[src/rtl/pong_pkg.sv]
// Shared types for the pong display path: scan FSM encoding and PWM resolution.
package pong_pkg;

    typedef enum logic [1:0] {S_IDLE, S_LOAD, S_BLANK, S_SHOW} scan_state_t;

    localparam int PWM_STEPS = 16;

endpackage

[src/rtl/led_matrix_scan.sv]
// Column-multiplexed LED matrix driver: snapshots the pong screen once per frame,
// lights one column at a time with blanking gaps and a 16-step PWM duty per dwell.
module led_matrix_scan
    import pong_pkg::*;
#(
    parameter int WIDTH        = 32,
    parameter int HEIGHT       = 32,
    parameter int DWELL_CYCLES = 1024,
    parameter int BLANK_CYCLES = 16
) (
    input  logic                           clk,
    input  logic                           rst,
    input  logic                           en,
    input  logic [WIDTH-1:0][HEIGHT-1:0]   screen,
    input  logic [3:0]                     bright,
    output logic [WIDTH-1:0]               col_sel,
    output logic [HEIGHT-1:0]              row_data,
    output logic                           frame_start,
    output logic [1:0]                     state_dbg
);

    localparam int COL_W   = (WIDTH > 1) ? $clog2(WIDTH) : 1;
    localparam int CMP_W   = $clog2(DWELL_CYCLES + 1);
    localparam int TMR_MAX = (DWELL_CYCLES > BLANK_CYCLES) ? DWELL_CYCLES : BLANK_CYCLES;
    localparam int TMR_W   = (TMR_MAX > 1) ? $clog2(TMR_MAX) : 1;
    localparam int STEP    = DWELL_CYCLES / PWM_STEPS;

    localparam logic [TMR_W-1:0] TMR_BLANK = TMR_W'(BLANK_CYCLES - 1);
    localparam logic [TMR_W-1:0] TMR_DWELL = TMR_W'(DWELL_CYCLES - 1);
    localparam logic [COL_W-1:0] COL_LAST  = COL_W'(WIDTH - 1);

    scan_state_t                  state, state_n;
    logic [TMR_W-1:0]             timer, timer_n;
    logic [COL_W-1:0]             col, col_n;
    logic [WIDTH-1:0][HEIGHT-1:0] shadow;
    logic [3:0]                   bright_q;

    logic [CMP_W-1:0]             t_show;
    logic [CMP_W-1:0]             duty;
    logic [WIDTH-1:0]             col_sel_n;
    logic [HEIGHT-1:0]            row_data_n;

    // The single timer counts down and is reloaded whenever BLANK or SHOW is entered.
    always_comb begin
        state_n = state;
        timer_n = (timer != '0) ? timer - TMR_W'(1) : '0;
        col_n   = col;
        case (state)
            S_IDLE: begin
                if (en) state_n = S_LOAD;
            end
            S_LOAD: begin
                state_n = S_BLANK;
                timer_n = TMR_BLANK;
                col_n   = '0;
            end
            S_BLANK: begin
                if (timer == '0) begin
                    state_n = S_SHOW;
                    timer_n = TMR_DWELL;
                end
            end
            S_SHOW: begin
                if (timer == '0) begin
                    timer_n = TMR_BLANK;
                    if (col == COL_LAST) begin
                        state_n = S_LOAD;
                    end else begin
                        col_n   = col + COL_W'(1);
                        state_n = S_BLANK;
                    end
                end
            end
            default: state_n = S_IDLE;
        endcase
        if (!en) state_n = S_IDLE;
    end

    // Outputs are computed from the next state so the registered drive lines up with it.
    always_comb begin
        t_show     = CMP_W'(DWELL_CYCLES - 1) - CMP_W'(timer_n);
        duty       = CMP_W'({1'b0, bright_q} + 5'd1) * CMP_W'(STEP);
        col_sel_n  = '0;
        row_data_n = '0;
        if (state_n == S_SHOW) begin
            col_sel_n = WIDTH'(1) << col_n;
            if (t_show < duty) row_data_n = shadow[col_n];
        end
    end

    always_ff @(posedge clk or negedge rst) begin
        if (!rst) begin
            state       <= S_IDLE;
            timer       <= '0;
            col         <= '0;
            shadow      <= '0;
            bright_q    <= '0;
            col_sel     <= '0;
            row_data    <= '0;
            frame_start <= 1'b0;
        end else begin
            state       <= state_n;
            timer       <= timer_n;
            col         <= col_n;
            col_sel     <= col_sel_n;
            row_data    <= row_data_n;
            frame_start <= (state_n == S_LOAD);
            if (state == S_LOAD) begin
                shadow   <= screen;
                bright_q <= bright;
            end
        end
    end

    assign state_dbg = state;

endmodule
[config.mk]
export PLATFORM = sky130hd
export DESIGN_NAME = led_matrix_scan
export DESIGN_NICKNAME = d
export VERILOG_FILES = /design/src/rtl/pong_pkg.sv /design/src/rtl/led_matrix_scan.sv
export SDC_FILE = /design/constraint.sdc
export NUM_CORES = 2
export LEC_CHECK = 0
export ABC_AREA = 1
export BUFFER_PORTS_ARGS = -buffer_cell sky130_fd_sc_hd__buf_4
export CORE_AREA = 2 2 432 434
export DETAILED_ROUTE_END_ITERATION = 6
export DIE_AREA = 0 0 434 436
export PLACE_DENSITY = 0.49
export SYNTH_ARGS = -nofsm -noshare
export SYNTH_HDL_FRONTEND = slang
export SYNTH_SLANG_ARGS = --single-unit
[constraint.sdc]
create_clock -name clk -period 3.65 [get_ports clk]
set_clock_uncertainty 0.05 [all_clocks]
set_input_delay 0.365 -clock clk [delete_from_list [all_inputs] [get_ports clk]]
set_output_delay 0.365 -clock clk [all_outputs]
set_load 0.005 [all_outputs]
==> impl_metrics.csv <==
group,metric,value,unit
synth,netlist_instances,7344,
pwr,p_leak,0.0409,µW
final_layout,regArea,0.0278,mm²
place,dpl.hpwl,200000,µm
worst_setup_path,cp.arrival,4.14,ns
clocking,clock_latency,0.80,ns
clocking,path_clk_slew,0.06,ns
synth,yosysUniqueCellTypes,34,
status,status,"complete, no violations",
final_layout,multi_input_area,0.0211,mm²
sta,fin_crit,3.52,ns
drt,via_per_inst,4.87,
floorplanning,die_h,436,µm
flow_run,maxCapViolations,0,
clocking,clock_sinks,1110,
synth,synth_edf_count,0,
sta,grt_setup_unrepaired,"false",
final_layout,postLayoutCoreUtil,43.9,%
worst_setup_path,critPathRequiredTime,4.27,ns
synth,yosysTopAreaCellShare,50.8,%
pwr,p_per_area,534,mW/mm²
clocking,cts_tree,"yes",
synth,synth_common_cells,"nand2_1, dfrtp_1, o21ai_0",
worst_setup_path,worst_setup_path_end_kind,"register",
sta,slew-limit-headroom,20.8,%
worst_setup_path,r2r_setup_slack,0.13,ns
hold_path,hold_class,"input pin to async pin",
global_route,first_global_vias,58200,
sta,max_slew.worst_pin.slew,1.19,ns
global_route,grt_max_degree,255,
drt,vias,57900,
clocking,cts_buffers,138,
global_route,grt_pass1_wl,396000,µm
synth,synth.most_common_cell,"nand2_1",
worst_setup_path,crit_type,"register to register",
sta,max_freq,0.284,GHz
synth,synth_warnings,0,
floorplanning,initial_core_util,29.6,%
drt,routedWlPerCell,23.4,µm
floorplanning,core,0.185,mm²
sta,post-route-period-util,96.4,%
drt,drt-initial-drc-count,5262,
global_route,grt.total_usage,28.7,%
synth,ys_seq_area_share,50.8,%
clocking,cts_root_buffer,"clkbuf_16",
final_layout,drive_gt1_share,16.8,%
sta,tns,0,ns
synth,synth.area.top_cells,"dfrtp_1, nand2_1, o21ai_0, inv_1, nand4_1",
drt,drt-total-wl,279000,µm
final_layout,nets,10300,
sta,final_max_slew_viol_count,0,
sta,hold_violations,0,
synth,post_synth.cell_area_avg,7.44,µm²
synth,netlist_area,0.0547,mm²
sta,setup_viol,0,
worst_setup_path,r2r_cells,17,
floorplanning,die_w,434,µm
final_layout,fillers,18400,
worst_setup_path,r2r-end,"row_data[3]$_DFF_PN0_",
clocking,h-tree-depth,4,
synth,synth-main-ff-cell,"dfrtp_1",
worst_setup_path,crit_start,"timer[0]$_DFF_PN0_",
place,gp_congestion,0.949,
floorplanning,dieArea,0.189,mm²
pwr,power,43300,µW
worst_setup_path,cp-endpoint,"row_data[3]$_DFF_PN0_",
drt,antenna_left,0,
worst_setup_path,path_max_fanout,20,
drt,drcViolationCount,0,
final_layout,area_delta_synth_final,48.3,%
synth,syn-num-nets,8381,
pwr,ir_worst_vdd,298,µV
drt,first_pass_iters,5,
place,io_buffers,1097,
global_route,grt.overflow.total,0,
worst_setup_path,regToRegStartpoint,"timer[0]$_DFF_PN0_",
synth,synth_async_sr_flop_share,100,%
floorplanning,num_rows,158,
floorplanning,io-pin-count,1098,
synth,synth-seq-cells,1110,
global_route,antenna_found_initial,32,
worst_setup_path,worstSetupStartpointType,"register",
clocking,cts_max_path_buffers,3,
synth,synth_area_leader_cell,"dfrtp_1",
-- final cells by class --
cell class                      count  share of cell area [%]
Tap cell                         2480                    3.83
Multi-Input combinational cell   4803                    26.1
Sequential cell                  1110                    34.3
Timing Repair Buffer             2350                    26.2
Clock inverter                     42                   0.534
Inverter                          898                    4.18
Antenna cell                       26                  0.0803
Clock buffer                      193                    4.86
-- cell usage in the layout (no fill, tap or decap), drive strengths merged, types with 7 or more instances in the layout --
master       synthesis  layout
clkinv               0      27
nand3              412     412
buf                265    1316
dfrtp             1110    1110
nand2             2858    2858
nor2                85      85
dlygate4sd3          0    1030
inv                898     906
xor2                 7       7
clkbuf             268     197
nand4              355     355
diode                0      26
o21ai             1032    1032
a21oi               35      35
-- critical path: stages, from the launching register on --
cell and delay, ns:
dfrtp_1 0.37, inv_1 0.07, ha_1 0.20, nand2_1 0.11, nor2_2 0.17, nand4_1 0.10, buf_4 0.18, nand2_8 0.14
nand3_4 0.15, buf_12 0.20, buf_4 0.22, o21ai_1 0.41, nand2_1 0.13, nand3_1 0.25, nand3_1 0.19, a21oi_1 0.18
buf_4 0.17, nor2_1 0.05
-- sequential cells by signal, indices dropped and copies added (netlist names) --
name / cells
shadow: 1024
row_data: 32
timer: 10
col: 5
state_dbg: 2
col_sel: 32
frame_start: 1
bright_q: 4
-- repair_timing --
item	CTS	global route
gates cloned	0	3
buffers inserted	0	1
setup endpoints to repair	7	25
endpoints found under the hold margin	1066	0
hold buffers	1030	0
resized for setup	10	20
-- through the flow --
stage                     instance area (µm²)  cells  setup slack [ns]  hold WS (ns)
final                                   81100  11900             0.133         0.181
after global routing                    81000  11900           0.00302         0.190
after CTS                               80800  11900           0.00273         0.143
after detailed placement                66100  10600            -0.124         0.401
after global placement                  66100  10600            -0.125         0.398
after floorplan                         54700   7344             0.947        0.0194
-- cells by family after synthesis --
| kind of cell | synth area share [%] |
|---|---|
| simple gates | 28.3 |
| compound gates | 9.85 |
| xor+xnor | 0.144 |
| flops | 50.8 |
| fa+ha+maj | 0.137 |
| buf+inv | 10.8 |
-- report_power, final --
group	total (µW)	internal, µW	switching (µW)
combinational	12800	4570	8230
sequential	16900	15800	1170
clock	13600	7940	5660
-- layer usage --
layer	vias up	GRT usage (%)	routed length, µm
met4	4	19.0	20900
met1	28100	35.8	113000
met3	610	4.03	15000
met2	2177	46.2	130000
met5	-	0	27
li1	27000	-	-
-- how the worst min path moves through the flow --
stage	startpoint	end	slack, ns
after global placement	shadow[318]$_DFFE_PN0P_	shadow[318]$_DFFE_PN0P_	0.40
final	rst	shadow[22]$_DFFE_PN0P_	0.18
after CTS	rst	shadow[394]$_DFFE_PN0P_	0.14
after global routing	rst	shadow[118]$_DFFE_PN0P_	0.19
after floorplan	rst	bright_q[0]$_DFFE_PN0P_	0.02
after detailed placement	rst	shadow[394]$_DFFE_PN0P_	0.40
Power figures use the tool's default switching activity.
